## src/rtl/rob_pkg.sv

```systemverilog
// Shared widths and entry layout for the reorder buffer and its commit selector.
package rob_pkg;

  localparam int ROB_NUM_ENTRIES = 16;
  localparam int ROB_NUM_A_REGS  = 32;
  localparam int ROB_NUM_P_REGS  = 64;

  localparam int ROB_IDX_W    = $clog2(ROB_NUM_ENTRIES);
  localparam int PREG_W       = $clog2(ROB_NUM_P_REGS);
  localparam int AREG_W       = $clog2(ROB_NUM_A_REGS);
  localparam int COMMIT_WIDTH = 2;

  typedef struct packed {
    logic              valid;
    logic              done;
    logic              regwrite;
    logic [AREG_W-1:0] rd;
    logic [PREG_W-1:0] old_dest;
    logic [PREG_W-1:0] new_dest;
  } rob_entry_t;

endpackage

```

## src/rtl/rob_commit_select.sv

```systemverilog
// Combinational retirement decision for the two oldest ROB entries.
module rob_commit_select
  import rob_pkg::*;
(
  input  rob_entry_t        head0_i,
  input  rob_entry_t        head1_i,
  output logic              commit0_o,
  output logic              commit1_o,
  output logic              free0_en_o,
  output logic [PREG_W-1:0] free0_o,
  output logic              free1_en_o,
  output logic [PREG_W-1:0] free1_o
);

  // The younger entry may only retire alongside the older one to keep program order.
  assign commit0_o  = head0_i.valid & head0_i.done;
  assign commit1_o  = commit0_o & head1_i.valid & head1_i.done;
  assign free0_en_o = commit0_o & head0_i.regwrite;
  assign free1_en_o = commit1_o & head1_i.regwrite;
  assign free0_o    = head0_i.old_dest;
  assign free1_o    = head1_i.old_dest;

  logic unused_fields;
  assign unused_fields = ^{head0_i.rd, head0_i.new_dest, head1_i.rd, head1_i.new_dest};

endmodule

```

## src/rtl/reorder_buffer.sv

```systemverilog
// Dual-issue, dual-retire in-order reorder buffer feeding the renamer free list.
// Optional performance counters are built when ROB_PERF_CNT_EN is defined.
module reorder_buffer
  import rob_pkg::*;
#(
  parameter int NUM_ENTRIES = ROB_NUM_ENTRIES,
  parameter int NUM_A_REGS  = ROB_NUM_A_REGS,
  parameter int NUM_P_REGS  = ROB_NUM_P_REGS
) (
  input  logic                           clk_i,
  input  logic                           rst_i,
  input  logic                           alloc0_valid_i,
  input  logic                           alloc1_valid_i,
  input  logic                           alloc0_regwrite_i,
  input  logic                           alloc1_regwrite_i,
  input  logic [4:0]                     alloc0_rd_i,
  input  logic [4:0]                     alloc1_rd_i,
  input  logic [$clog2(NUM_P_REGS)-1:0]  alloc0_old_dest_i,
  input  logic [$clog2(NUM_P_REGS)-1:0]  alloc1_old_dest_i,
  input  logic [$clog2(NUM_P_REGS)-1:0]  alloc0_new_dest_i,
  input  logic [$clog2(NUM_P_REGS)-1:0]  alloc1_new_dest_i,
  output logic                           alloc_ready_o,
  output logic [$clog2(NUM_ENTRIES)-1:0] alloc0_idx_o,
  output logic [$clog2(NUM_ENTRIES)-1:0] alloc1_idx_o,
  input  logic                           cmpl0_valid_i,
  input  logic                           cmpl1_valid_i,
  input  logic [$clog2(NUM_ENTRIES)-1:0] cmpl0_idx_i,
  input  logic [$clog2(NUM_ENTRIES)-1:0] cmpl1_idx_i,
  output logic                           free_reg0_en_o,
  output logic                           free_reg1_en_o,
  output logic [$clog2(NUM_P_REGS)-1:0]  free_reg0_o,
  output logic [$clog2(NUM_P_REGS)-1:0]  free_reg1_o,
  output logic [1:0]                     commit_count_o,
  output logic                           empty_o,
  output logic                           full_o
`ifdef ROB_PERF_CNT_EN
  ,
  output logic [31:0]                    perf_commits_o,
  output logic [31:0]                    perf_alloc_stall_o
`endif
);

  localparam int IDX_W = $clog2(NUM_ENTRIES);
  localparam int AW    = $clog2(NUM_A_REGS);
  localparam logic [IDX_W:0] READY_LIMIT = (IDX_W+1)'(NUM_ENTRIES - 2);
  localparam logic [IDX_W:0] FULL_COUNT  = (IDX_W+1)'(NUM_ENTRIES);

  logic [IDX_W-1:0] head_q, head_d, tail_q, tail_d, head1;
  logic [IDX_W:0]   count_q, count_d;
  rob_entry_t       entries [NUM_ENTRIES];

  logic              alloc_ready, alloc0_en, alloc1_en;
  logic [IDX_W-1:0]  idx0, idx1;
  logic              c0, c1, fr0_en, fr1_en;
  logic [PREG_W-1:0] fr0, fr1;
  logic [1:0]        n_alloc, n_commit;

  // Readiness looks only at the registered count, so a same-cycle retire never helps.
  assign alloc_ready = (count_q <= READY_LIMIT);
  assign alloc0_en   = alloc_ready & alloc0_valid_i;
  assign alloc1_en   = alloc_ready & alloc1_valid_i;
  assign idx0        = tail_q;
  assign idx1        = tail_q + IDX_W'(alloc0_valid_i);
  assign head1       = head_q + IDX_W'(1);

  assign n_alloc  = {1'b0, alloc0_en} + {1'b0, alloc1_en};
  assign n_commit = {1'b0, c0} + {1'b0, c1};
  assign head_d   = head_q + IDX_W'(n_commit);
  assign tail_d   = tail_q + IDX_W'(n_alloc);
  assign count_d  = count_q + (IDX_W+1)'(n_alloc) - (IDX_W+1)'(n_commit);

  generate
    for (genvar gi = 0; gi < NUM_ENTRIES; gi++) begin : g_entry
      rob_entry_t entry_q;
      logic       cmpl_hit, commit_hit, alloc0_hit, alloc1_hit;

      assign cmpl_hit   = (cmpl0_valid_i && cmpl0_idx_i == IDX_W'(gi)) ||
                          (cmpl1_valid_i && cmpl1_idx_i == IDX_W'(gi));
      assign commit_hit = (c0 && head_q == IDX_W'(gi)) || (c1 && head1 == IDX_W'(gi));
      assign alloc0_hit = alloc0_en && idx0 == IDX_W'(gi);
      assign alloc1_hit = alloc1_en && idx1 == IDX_W'(gi);

      // Allocation only targets free slots and retirement only valid ones, so the
      // branches never compete for the same entry in a legal cycle.
      always_ff @(posedge clk_i) begin
        if (rst_i) begin
          entry_q.valid <= 1'b0;
          entry_q.done  <= 1'b0;
        end else if (alloc0_hit) begin
          entry_q <= '{valid: 1'b1, done: 1'b0, regwrite: alloc0_regwrite_i,
                       rd: alloc0_rd_i[AW-1:0], old_dest: alloc0_old_dest_i,
                       new_dest: alloc0_new_dest_i};
        end else if (alloc1_hit) begin
          entry_q <= '{valid: 1'b1, done: 1'b0, regwrite: alloc1_regwrite_i,
                       rd: alloc1_rd_i[AW-1:0], old_dest: alloc1_old_dest_i,
                       new_dest: alloc1_new_dest_i};
        end else if (commit_hit) begin
          entry_q.valid <= 1'b0;
          entry_q.done  <= 1'b0;
        end else if (cmpl_hit && entry_q.valid) begin
          entry_q.done <= 1'b1;
        end
      end

      assign entries[gi] = entry_q;
    end
  endgenerate

  rob_commit_select u_commit_select (
    .head0_i    (entries[head_q]),
    .head1_i    (entries[head1]),
    .commit0_o  (c0),
    .commit1_o  (c1),
    .free0_en_o (fr0_en),
    .free0_o    (fr0),
    .free1_en_o (fr1_en),
    .free1_o    (fr1)
  );

  always_ff @(posedge clk_i) begin
    if (rst_i) begin
      head_q         <= '0;
      tail_q         <= '0;
      count_q        <= '0;
      free_reg0_en_o <= 1'b0;
      free_reg1_en_o <= 1'b0;
      free_reg0_o    <= '0;
      free_reg1_o    <= '0;
      commit_count_o <= 2'd0;
    end else begin
      head_q         <= head_d;
      tail_q         <= tail_d;
      count_q        <= count_d;
      free_reg0_en_o <= fr0_en;
      free_reg1_en_o <= fr1_en;
      if (fr0_en) free_reg0_o <= fr0;
      if (fr1_en) free_reg1_o <= fr1;
      commit_count_o <= n_commit;
    end
  end

  assign alloc_ready_o = alloc_ready;
  assign alloc0_idx_o  = idx0;
  assign alloc1_idx_o  = idx1;
  assign empty_o       = (count_q == '0);
  assign full_o        = (count_q == FULL_COUNT);

`ifdef ROB_PERF_CNT_EN
  logic [31:0] perf_commits_q, perf_alloc_stall_q;

  always_ff @(posedge clk_i) begin
    if (rst_i) begin
      perf_commits_q     <= '0;
      perf_alloc_stall_q <= '0;
    end else begin
      perf_commits_q <= perf_commits_q + 32'(n_commit);
      if ((alloc0_valid_i | alloc1_valid_i) & ~alloc_ready)
        perf_alloc_stall_q <= perf_alloc_stall_q + 32'd1;
    end
  end

  assign perf_commits_o     = perf_commits_q;
  assign perf_alloc_stall_o = perf_alloc_stall_q;
`endif

endmodule

```

## config.mk

```make
export PLATFORM = sky130hd
export DESIGN_NAME = reorder_buffer
export DESIGN_NICKNAME = d
export VERILOG_FILES = /design/src/rtl/rob_pkg.sv /design/src/rtl/rob_commit_select.sv /design/src/rtl/reorder_buffer.sv
export SDC_FILE = /design/constraint.sdc
export NUM_CORES = 1
export LEC_CHECK = 0
export ABC_CLOCK_PERIOD_IN_PS = 4120
export CORE_AREA = 3 3 141 157
export CTS_CLUSTER_DIAMETER = 80
export DETAILED_ROUTE_END_ITERATION = 12
export DIE_AREA = 0 0 144 160
export GPL_TIMING_DRIVEN = 0
export PLACE_DENSITY = 0.8
export SLEW_MARGIN = 20
export SYNTH_ARGS = -nofsm -noshare
export SYNTH_HDL_FRONTEND = slang
export SYNTH_SLANG_ARGS = --single-unit
```

## constraint.sdc

```tcl
create_clock -name clk_i -period 4.12 [get_ports clk_i]
set_clock_uncertainty 0.2 [all_clocks]
set_input_delay 0.412 -clock clk_i [delete_from_list [all_inputs] [get_ports clk_i]]
set_output_delay 0.412 -clock clk_i [all_outputs]
set_load 0.02 [all_outputs]
```

==> results_tabular.tex, run 1 <==
\begin{tabular}{lr}
\hline
Metric & Value \\
\hline
\multicolumn{2}{l}{\textbf{Synth}} \\
\quad Post-synthesis register bit count & 173 \\
\quad Cell taking the most area after synthesis & sky130\_fd\_sc\_hd\_\_edfxtp\_1 \\
\quad Portion of the post-synthesis area used by sequential elements & $\sim$45\% \\
\quad Share of the synthesized area in the top cell type & roughly 33\% \\
\quad Post-synth top flop & sky130\_fd\_sc\_hd\_\_edfxtp\_1 \\
\quad Share of synthesized flip-flops with an asynchronous set or reset & 0\% \\
\quad Post-synth design cell area & just over 10000 um\^{}2 \\
\quad Number of enable-type register cells in the synthesized netlist & about 110 \\
\quad Number of warnings issued by yosys & 0 \\
\quad List of most frequent post-synthesis cells & 112 x sky130\_fd\_sc\_hd\_\_edfxtp\_1, 77 x sky130\_fd\_sc\_hd\_\_mux4\_2, 70 x sky130\_fd\_sc\_hd\_\_mux2\_2 \\
\quad Number of distinct standard cells referenced by the synthesized netlist & 55 \\
\quad Area contributors post-synth & sky130\_fd\_sc\_hd\_\_edfxtp\_1 33\%, sky130\_fd\_sc\_hd\_\_mux4\_2 17\%, sky130\_fd\_sc\_hd\_\_dfxtp\_1 12\% \\
\quad Syn avg cell area & roughly 13 um\^{}2 \\
\quad Post-Syn Nets & a little under 900 \\
\quad Synthesized netlist cell count & a little over 800 \\
\quad Most frequent cell after synthesis & sky130\_fd\_sc\_hd\_\_edfxtp\_1 \\
\multicolumn{2}{l}{\textbf{Detailed routing}} \\
\quad Total via count in the routed design & $\sim$7700 \\
\quad DRC Markers & 0 \\
\quad Final wirelength & between 20000 and 30000 um \\
\quad DR WL met3 & around 3400 um \\
\quad Top routing layer in use & met4 \\
\quad Avg WL per Cell & between 20 and 25 um \\
\quad Vias per cell & $\sim$6.7 \\
\quad Number of nets with antenna violations after detailed routing & 0 \\
\quad First DRT Iteration DRCs & about 1200 \\
\quad Total routed wire length on the met1 layer & about 11000 um \\
\quad Sum of met2 wire segment lengths after detailed routing & approximately 14000 um \\
\quad Initial DRT Pass Iterations & 7 \\
\multicolumn{2}{l}{\textbf{Global routing}} \\
\quad Antenna violations before repair & 1 \\
\quad Congestion Overflow GR & 0 \\
\quad Largest net degree at the start of global routing & 19 \\
\quad First-pass GRT wire length & 45520 um \\
\quad Via count of the first global-routing pass & just under 8000 \\
\quad Global router's overall resource usage & a little over a quarter \\
\multicolumn{2}{l}{\textbf{Power}} \\
\quad Switching Power & roughly 0.0014 W \\
\quad Sequential power share & 44.9\% \\
\quad Switching share of total power & just under 30\% \\
\quad Static power due to leakage & between 3 and 4 nW \\
\quad Clock network power share & between 30\% and 40\% \\
\quad Peak VDD IR & 0.0002645 V \\
\quad Combinational share of power & 21.8\% \\
\quad Post-layout power & about 0.0045 W \\
\quad Power per Cell Area & between 300 and 400 nW/um\^{}2 \\
\quad Int Power & $\sim$0.0032 W \\
\multicolumn{2}{l}{\textbf{Hold path}} \\
\quad Worst min-delay path startpoint & entries[99] \\
\quad Endpoint of the worst hold-timing path & entries[99] \\
\quad Worst hold-check path type & flip-flop to flip-flop \\
\quad Hold path depth & 2 \\
\multicolumn{2}{l}{\textbf{Worst setup path}} \\
\quad Required time of the worst setup path & approximately 4.2 ns \\
\quad Reg2Reg Setup Slack & between 0.05 and 0.06 ns \\
\quad Launch point of the worst reg-to-reg path & head\_q[0] \\
\quad Worst setup path category & flip-flop to flip-flop \\
\quad Endpoint of the worst-slack reg-to-reg timing path & count\_q[4] \\
\quad Maximum fanout along the worst path & 10 \\
\quad Crit end category & flip-flop \\
\quad Startpoint kind of the worst setup timing path & flip-flop \\
\quad Cells on worst reg2reg path & 17 \\
\quad Crit path DAT & 4.17 ns \\
\quad Worst setup path start & head\_q[0] \\
\multicolumn{2}{l}{\textbf{Placement}} \\
\quad Cell Count Post-Placement & 1121 \\
\quad Half-perimeter wire length after placement & between 20000 and 25000 um \\
\quad Minimum setup slack after placement & -0.6543 ns \\
\quad Number of port buffers & 53 \\
\quad Final weighted congestion in routability-driven placement & 0.9122 \\
\multicolumn{2}{l}{\textbf{STA}} \\
\quad Count of final hold-check violations & 0 \\
\quad Setup tns final & 0 ns \\
\quad Final Critical Period & 4.065 ns \\
\quad Share of the clock period used by the worst path & a little over nine tenths \\
\quad Total count of max-transition violations in the final report & 0 \\
\quad Highest achievable clock rate & 246.0 MHz \\
\quad Least-Margin Pin Slew & 1.112 ns \\
\quad Unrepaired setup endpoints after global routing & yes \\
\quad Setup Viol. Count Final & 0 \\
\quad Final worst-path setup slack & 0.05494 ns \\
\quad Worst slew margin relative to its limit & 25.34\% \\
\multicolumn{2}{l}{\textbf{Cells and area}} \\
\quad Nets & just under 1000 \\
\quad Proportion of layout cells with a drive suffix above 1 & $\sim$25\% \\
\quad Post-synthesis to final-layout area growth & 15.21\% \\
\quad Antenna diode instance count & 0 \\
\quad Non-filler cells, final & approximately 1200 \\
\multicolumn{2}{l}{\textbf{Clock tree}} \\
\quad Maximum level of the CTS H-tree & 4 \\
\quad TritonCTS Sinks & 173 \\
\quad Maximum clock insertion buffer count & 2 \\
\quad Number of CTS-inserted buffers & 17 \\
\quad CTS clock-pin slew for the worst setup and hold paths & 0.07 ns \\
\quad Clock Latency Late Sink & approximately 0.43 ns \\
\quad Hold\_buf cts & 0 \\
\quad CTS tree & built \\
\quad Clock root buffer & sky130\_fd\_sc\_hd\_\_clkbuf\_16 \\
\multicolumn{2}{l}{\textbf{Die}} \\
\quad Std-Cell Rows & 55 \\
\quad Initial Utilization & around 50\% \\
\quad Full die area & 23040 um\^{}2 \\
\quad Width of the chip & between 100 and 150 um \\
\quad I/O Pins & 77 \\
\quad Core area & 20580 um\^{}2 \\
\quad Die extent in y & roughly 160 um \\
\multicolumn{2}{l}{\textbf{Run}} \\
\quad Max-cap check violation count & 0 \\
\multicolumn{2}{l}{\textbf{Status}} \\
\quad Outcome & finished, final reports clean \\
\hline
\end{tabular}
cell usage in the layout (no fill, tap or decap), types with 27 or more instances in the layout:
cell type and count:
sky130_fd_sc_hd__mux4_2 77, sky130_fd_sc_hd__nand3_1 27, sky130_fd_sc_hd__mux2_2 70, sky130_fd_sc_hd__dfxtp_1 59, sky130_fd_sc_hd__mux2_1 42, sky130_fd_sc_hd__edfxtp_1 112
sky130_fd_sc_hd__clkbuf_1 36, sky130_fd_sc_hd__clkdlybuf4s50_1 53, sky130_fd_sc_hd__nor2_1 45, sky130_fd_sc_hd__a21oi_1 39, sky130_fd_sc_hd__o22ai_1 30, sky130_fd_sc_hd__nand2_1 64
how the worst max path moves through the flow:
stage,endpoint,cells after the start
global placement,count_q[4],18
CTS,count_q[4],17
floorplan,count_q[4],17
finish,count_q[4],17
detailed placement,count_q[4],18
global route,count_q[4],17
area by class of cell:
class / count / area [um^2]
inverters: 21 / 85.08
fillers: 1588 / 8732
flip-flops and latches: 173 / 4592
plain buffers: 58 / 279.0
clock inverters: 14 / 111.4
repair buffers: 58 / 568.0
well taps: 256 / 320.3
multi-input cells: 558 / 5463
clock buffers: 17 / 425.4
stage by stage:
stage               instance area [um^2]  util, %  hold slack (ns)
finish                             11840    57.56           0.2708
global route                       11840    57.56           0.2954
CTS                                11800    57.34           0.2574
detailed placement                 11150    54.20           0.2641
global placement                   11140    54.15           0.2487
floorplan                          10290        -           0.2452
state kept, by name (all words and copies together), names as in the netlist:
signal / flops
alloc0_idx_o: 4
free_reg0_o: 6
free_reg1_en_o: 1
commit_count_o: 2
head_q: 4
free_reg1_o: 6
count_q: 5
entries: 144
free_reg0_en_o: 1
routing by layer:
| layer | global-route usage [%] | vias to the layer above |
|---|---|---|
| met5 | 0 | - |
| met4 | 9.033 | 0 |
| met3 | 6.828 | 90 |
| met2 | 41.57 | 546 |
| met1 | 34.40 | 3781 |
| li1 | - | 3304 |
power groups by stage:
| stage | clock network, W | registers, W | logic [W] |
|---|---|---|---|
| after global placement | 0 | 0.00208 | 0.000921 |
| final | 0.00151 | 0.00204 | 0.000991 |
| after CTS | 0.00150 | 0.00204 | 0.000964 |
| after detailed placement | 0 | 0.00208 | 0.000957 |
| after floorplan | 0 | 0.00207 | 0.000640 |
| after global routing | 0.00158 | 0.00206 | 0.00108 |
cells by family after synthesis:
family / after synthesis / share of synthesized area (%)
and+or+nand+nor: 225 / 11.81
DFF: 173 / 44.60
adders and majority gates: 24 / 3.213
buffers and inverters: 81 / 3.262
xor gates and xnor gates: 14 / 1.266
muxes: 201 / 30.31
AOI/OAI and AO/OA: 94 / 5.550
worst max-delay path, stage by stage (launching register included):
cell	delay (ns)
sky130_fd_sc_hd__dfxtp_4	0.39
sky130_fd_sc_hd__buf_12	0.15
sky130_fd_sc_hd__inv_4	0.07
sky130_fd_sc_hd__ha_1	0.30
sky130_fd_sc_hd__buf_6	0.15
sky130_fd_sc_hd__mux4_2	0.33
sky130_fd_sc_hd__a22o_4	0.31
sky130_fd_sc_hd__buf_4	0.19
sky130_fd_sc_hd__nor3_4	0.26
sky130_fd_sc_hd__ha_4	0.25
sky130_fd_sc_hd__xor2_1	0.16
sky130_fd_sc_hd__ha_2	0.20
sky130_fd_sc_hd__fa_2	0.40
sky130_fd_sc_hd__a21oi_1	0.16
sky130_fd_sc_hd__nor2_1	0.05
sky130_fd_sc_hd__nor2_1	0.12
sky130_fd_sc_hd__xor2_1	0.17
sky130_fd_sc_hd__nor2_1	0.05
repair_timing:
action                                  CTS  global route
resized for setup                        20            10
endpoints found under the setup margin    6            27
cloned                                    0             0
pin swaps                                 4             2
setup buffers                             4             1
(Power assumes the default switching activity.)
==> inputs of run 2 (changes only) <==
Settings changed: ABC_CLOCK_PERIOD_IN_PS 4120 to 4500, PLACE_DENSITY 0.8 to 0.77.
Clock period 4.12 ns to 4.5 ns, I/O delays scaled along.
==> results_tabular.tex, run 2 (synthesis gave the netlist of run 1 again) <==
\begin{tabular}{lr}
\hline
Metric & Value \\
\hline
\multicolumn{2}{l}{\textbf{Clock tree}} \\
\quad Clock Latency Late Sink & 0.43 ns \\
\quad Number of CTS-inserted buffers & 17 \\
\quad CTS tree & built \\
\quad Maximum clock insertion buffer count & 2 \\
\quad Maximum level of the CTS H-tree & 4 \\
\quad TritonCTS Sinks & 173 \\
\quad Clock root buffer & sky130\_fd\_sc\_hd\_\_clkbuf\_16 \\
\quad CTS clock-pin slew for the worst setup and hold paths & about 0.070 ns \\
\quad Hold\_buf cts & 0 \\
\multicolumn{2}{l}{\textbf{STA}} \\
\quad Total count of max-transition violations in the final report & 0 \\
\quad Highest achievable clock rate & between 200 and 250 MHz \\
\quad Share of the clock period used by the worst path & a little over nine tenths \\
\quad Worst slew margin relative to its limit & 13.78\% \\
\quad Least-Margin Pin Slew & approximately 1.3 ns \\
\quad Setup Viol. Count Final & 0 \\
\quad Unrepaired setup endpoints after global routing & no \\
\quad Final Critical Period & 4.351 ns \\
\quad Final worst hold slack & roughly 0.26 ns \\
\quad Count of final hold-check violations & 0 \\
\multicolumn{2}{l}{\textbf{Detailed routing}} \\
\quad Number of nets with antenna violations after detailed routing & 0 \\
\quad Final wirelength & approximately 29000 um \\
\quad Total via count in the routed design & about 7700 \\
\quad Vias per cell & between 6 and 7 \\
\quad Initial DRT Pass Iterations & 6 \\
\quad DRC Markers & 0 \\
\quad First DRT Iteration DRCs & 1001 \\
\quad Avg WL per Cell & about 25 um \\
\multicolumn{2}{l}{\textbf{Global routing}} \\
\quad Via count of the first global-routing pass & about 7500 \\
\quad Antenna violations before repair & 0 \\
\quad Largest net degree at the start of global routing & 17 \\
\quad Congestion Overflow GR & 0 \\
\quad First-pass GRT wire length & approximately 44000 um \\
\quad Global router's overall resource usage & between 20\% and 30\% \\
\multicolumn{2}{l}{\textbf{Status}} \\
\quad Outcome & finished, final reports clean \\
\multicolumn{2}{l}{\textbf{Die}} \\
\quad I/O Pins & 77 \\
\quad Width of the chip & 144 um \\
\quad Full die area & about 23000 um\^{}2 \\
\quad Initial Utilization & around 50\% \\
\quad Core area & between 20000 and 25000 um\^{}2 \\
\quad Die extent in y & approximately 160 um \\
\quad Std-Cell Rows & 55 \\
\multicolumn{2}{l}{\textbf{Power}} \\
\quad Peak VDD IR & around 0.00023 V \\
\quad Power per Cell Area & between 300 and 400 nW/um\^{}2 \\
\quad Static power due to leakage & 3.845 nW \\
\multicolumn{2}{l}{\textbf{Cells and area}} \\
\quad Number of fillers in the final layout & around 1600 \\
\quad Nets & about 960 \\
\quad Proportion of layout cells with a drive suffix above 1 & 23.91\% \\
\quad Post-synthesis to final-layout area growth & 14.74\% \\
\quad Largest register FFs & about 140 \\
\quad Antenna diode instance count & 0 \\
\quad Most common library cell in the layout ignoring fill and taps & sky130\_fd\_sc\_hd\_\_edfxtp\_1 \\
\quad Non-filler cells, final & 1151 \\
\quad Highest-count cells in the layout ignoring fill and taps & 112 x sky130\_fd\_sc\_hd\_\_edfxtp\_1, 77 x sky130\_fd\_sc\_hd\_\_mux4\_2, 70 x sky130\_fd\_sc\_hd\_\_mux2\_2, 64 x sky130\_fd\_sc\_hd\_\_nand2\_1, 59 x sky130\_fd\_sc\_hd\_\_dfxtp\_1 \\
\multicolumn{2}{l}{\textbf{Worst setup path}} \\
\quad Startpoint kind of the worst setup timing path & flip-flop \\
\quad Launch point of the worst reg-to-reg path & head\_q[0] \\
\quad Crit path DAT & 4.44 ns \\
\quad Endpoint of the worst-slack reg-to-reg timing path & count\_q[4] \\
\quad Cells on worst reg2reg path & 18 \\
\quad Worst setup path category & flip-flop to flip-flop \\
\quad Maximum fanout along the worst path & 10 \\
\quad Reg2Reg Setup Slack & 0.15 ns \\
\quad Required time of the worst setup path & 4.59 ns \\
\quad Crit end category & flip-flop \\
\multicolumn{2}{l}{\textbf{Placement}} \\
\quad Cell Count Post-Placement & $\sim$1100 \\
\quad Half-perimeter wire length after placement & between 20000 and 25000 um \\
\quad Final weighted congestion in routability-driven placement & 0.9137 \\
\quad Number of port buffers & 53 \\
\multicolumn{2}{l}{\textbf{Hold path}} \\
\quad Worst hold-check path type & flip-flop to flip-flop \\
\quad Worst min-delay path startpoint & free\_reg1\_o[3] \\
\quad Hold path depth & 2 \\
\quad Endpoint of the worst hold-timing path & free\_reg1\_o[3] \\
\multicolumn{2}{l}{\textbf{Run}} \\
\quad Max-cap check violation count & 0 \\
\hline
\end{tabular}
-- run 2: cell count changes in the layout (fill, tap and decap cells not counted), sizes merged --
| cell | delta |
|---|---|
| clkbuf | +1 |
| bufinv | +3 |
| buf | -5 |
| clkinvlp | -1 |
| clkinv | -1 |
| inv | -1 |
-- run 2: layer usage --
layer,track usage (%),wire [um],up-vias
met5,0,0,-
met4,8.776,935,0
met3,6.559,3336,100
met2,40.30,13790,567
met1,33.32,10620,3711
li1,-,-,3294
-- run 2: what timing repair did --
item	in CTS	in global routing
endpoints found under the hold margin	0	0
resized for setup	12	6
cloned	0	0
pin swaps	0	0
buffers inserted	0	0
endpoints found under the setup margin	7	2
-- run 2: metrics by stage --
stage	area, um^2	TNS [ns]	power [W]	util (%)	setup WS [ns]
floorplan	10280	0	0.002478	-	0.1956
global placement	11130	-2.483	0.002743	54.10	-0.7799
detailed placement	11140	-2.757	0.002772	54.14	-0.8266
CTS	11780	0	0.004265	57.25	0.02548
global route	11800	0	0.004426	57.32	0.003846
finish	11800	0	0.004277	57.32	0.1490
-- run 2: worst max-delay path by stage --
stage                          from          to  slack [ns]  cells past startpoint
final                     head_q[0]  count_q[4]        0.15                     18
after global routing      head_q[0]  count_q[4]       0.004                     18
after CTS                 head_q[0]  count_q[4]        0.03                     18
after detailed placement  head_q[1]  count_q[4]       -0.83                     18
after global placement    head_q[1]  count_q[4]       -0.78                     18
after floorplan           head_q[1]  count_q[4]        0.20                     18
-- run 2: where the power goes --
part           switching, W  internal [W]
clock network      0.000645      0.000873
registers         0.0000719       0.00181
logic              0.000486      0.000395
total               0.00120       0.00307
-- run 2: final cells by class --
cell class	instances	area [um^2]	share of cell area, %
tap	256	320.3	2.716
timing repair buffer	53	530.5	4.498
sequential	173	4587	38.89
multi-input combinational	558	5420	45.95
clock inverter	14	163.9	1.390
buffer	58	262.8	2.228
inverter	21	81.33	0.6895
clock buffer	18	429.2	3.638
-- run 2: critical path: stages (launching register included) --
cell,delay [ns]
sky130_fd_sc_hd__dfxtp_2,0.40
sky130_fd_sc_hd__buf_8,0.19
sky130_fd_sc_hd__inv_4,0.09
sky130_fd_sc_hd__ha_4,0.35
sky130_fd_sc_hd__buf_8,0.19
sky130_fd_sc_hd__mux4_2,0.31
sky130_fd_sc_hd__o21ai_1,0.22
sky130_fd_sc_hd__nor2_4,0.09
sky130_fd_sc_hd__buf_2,0.22
sky130_fd_sc_hd__nor3_4,0.19
sky130_fd_sc_hd__ha_1,0.32
sky130_fd_sc_hd__xor2_1,0.18
sky130_fd_sc_hd__ha_1,0.22
sky130_fd_sc_hd__fa_1,0.47
sky130_fd_sc_hd__a21oi_1,0.17
sky130_fd_sc_hd__nor2_1,0.05
sky130_fd_sc_hd__nor2_1,0.11
sky130_fd_sc_hd__xor2_1,0.16
sky130_fd_sc_hd__nor2_1,0.05
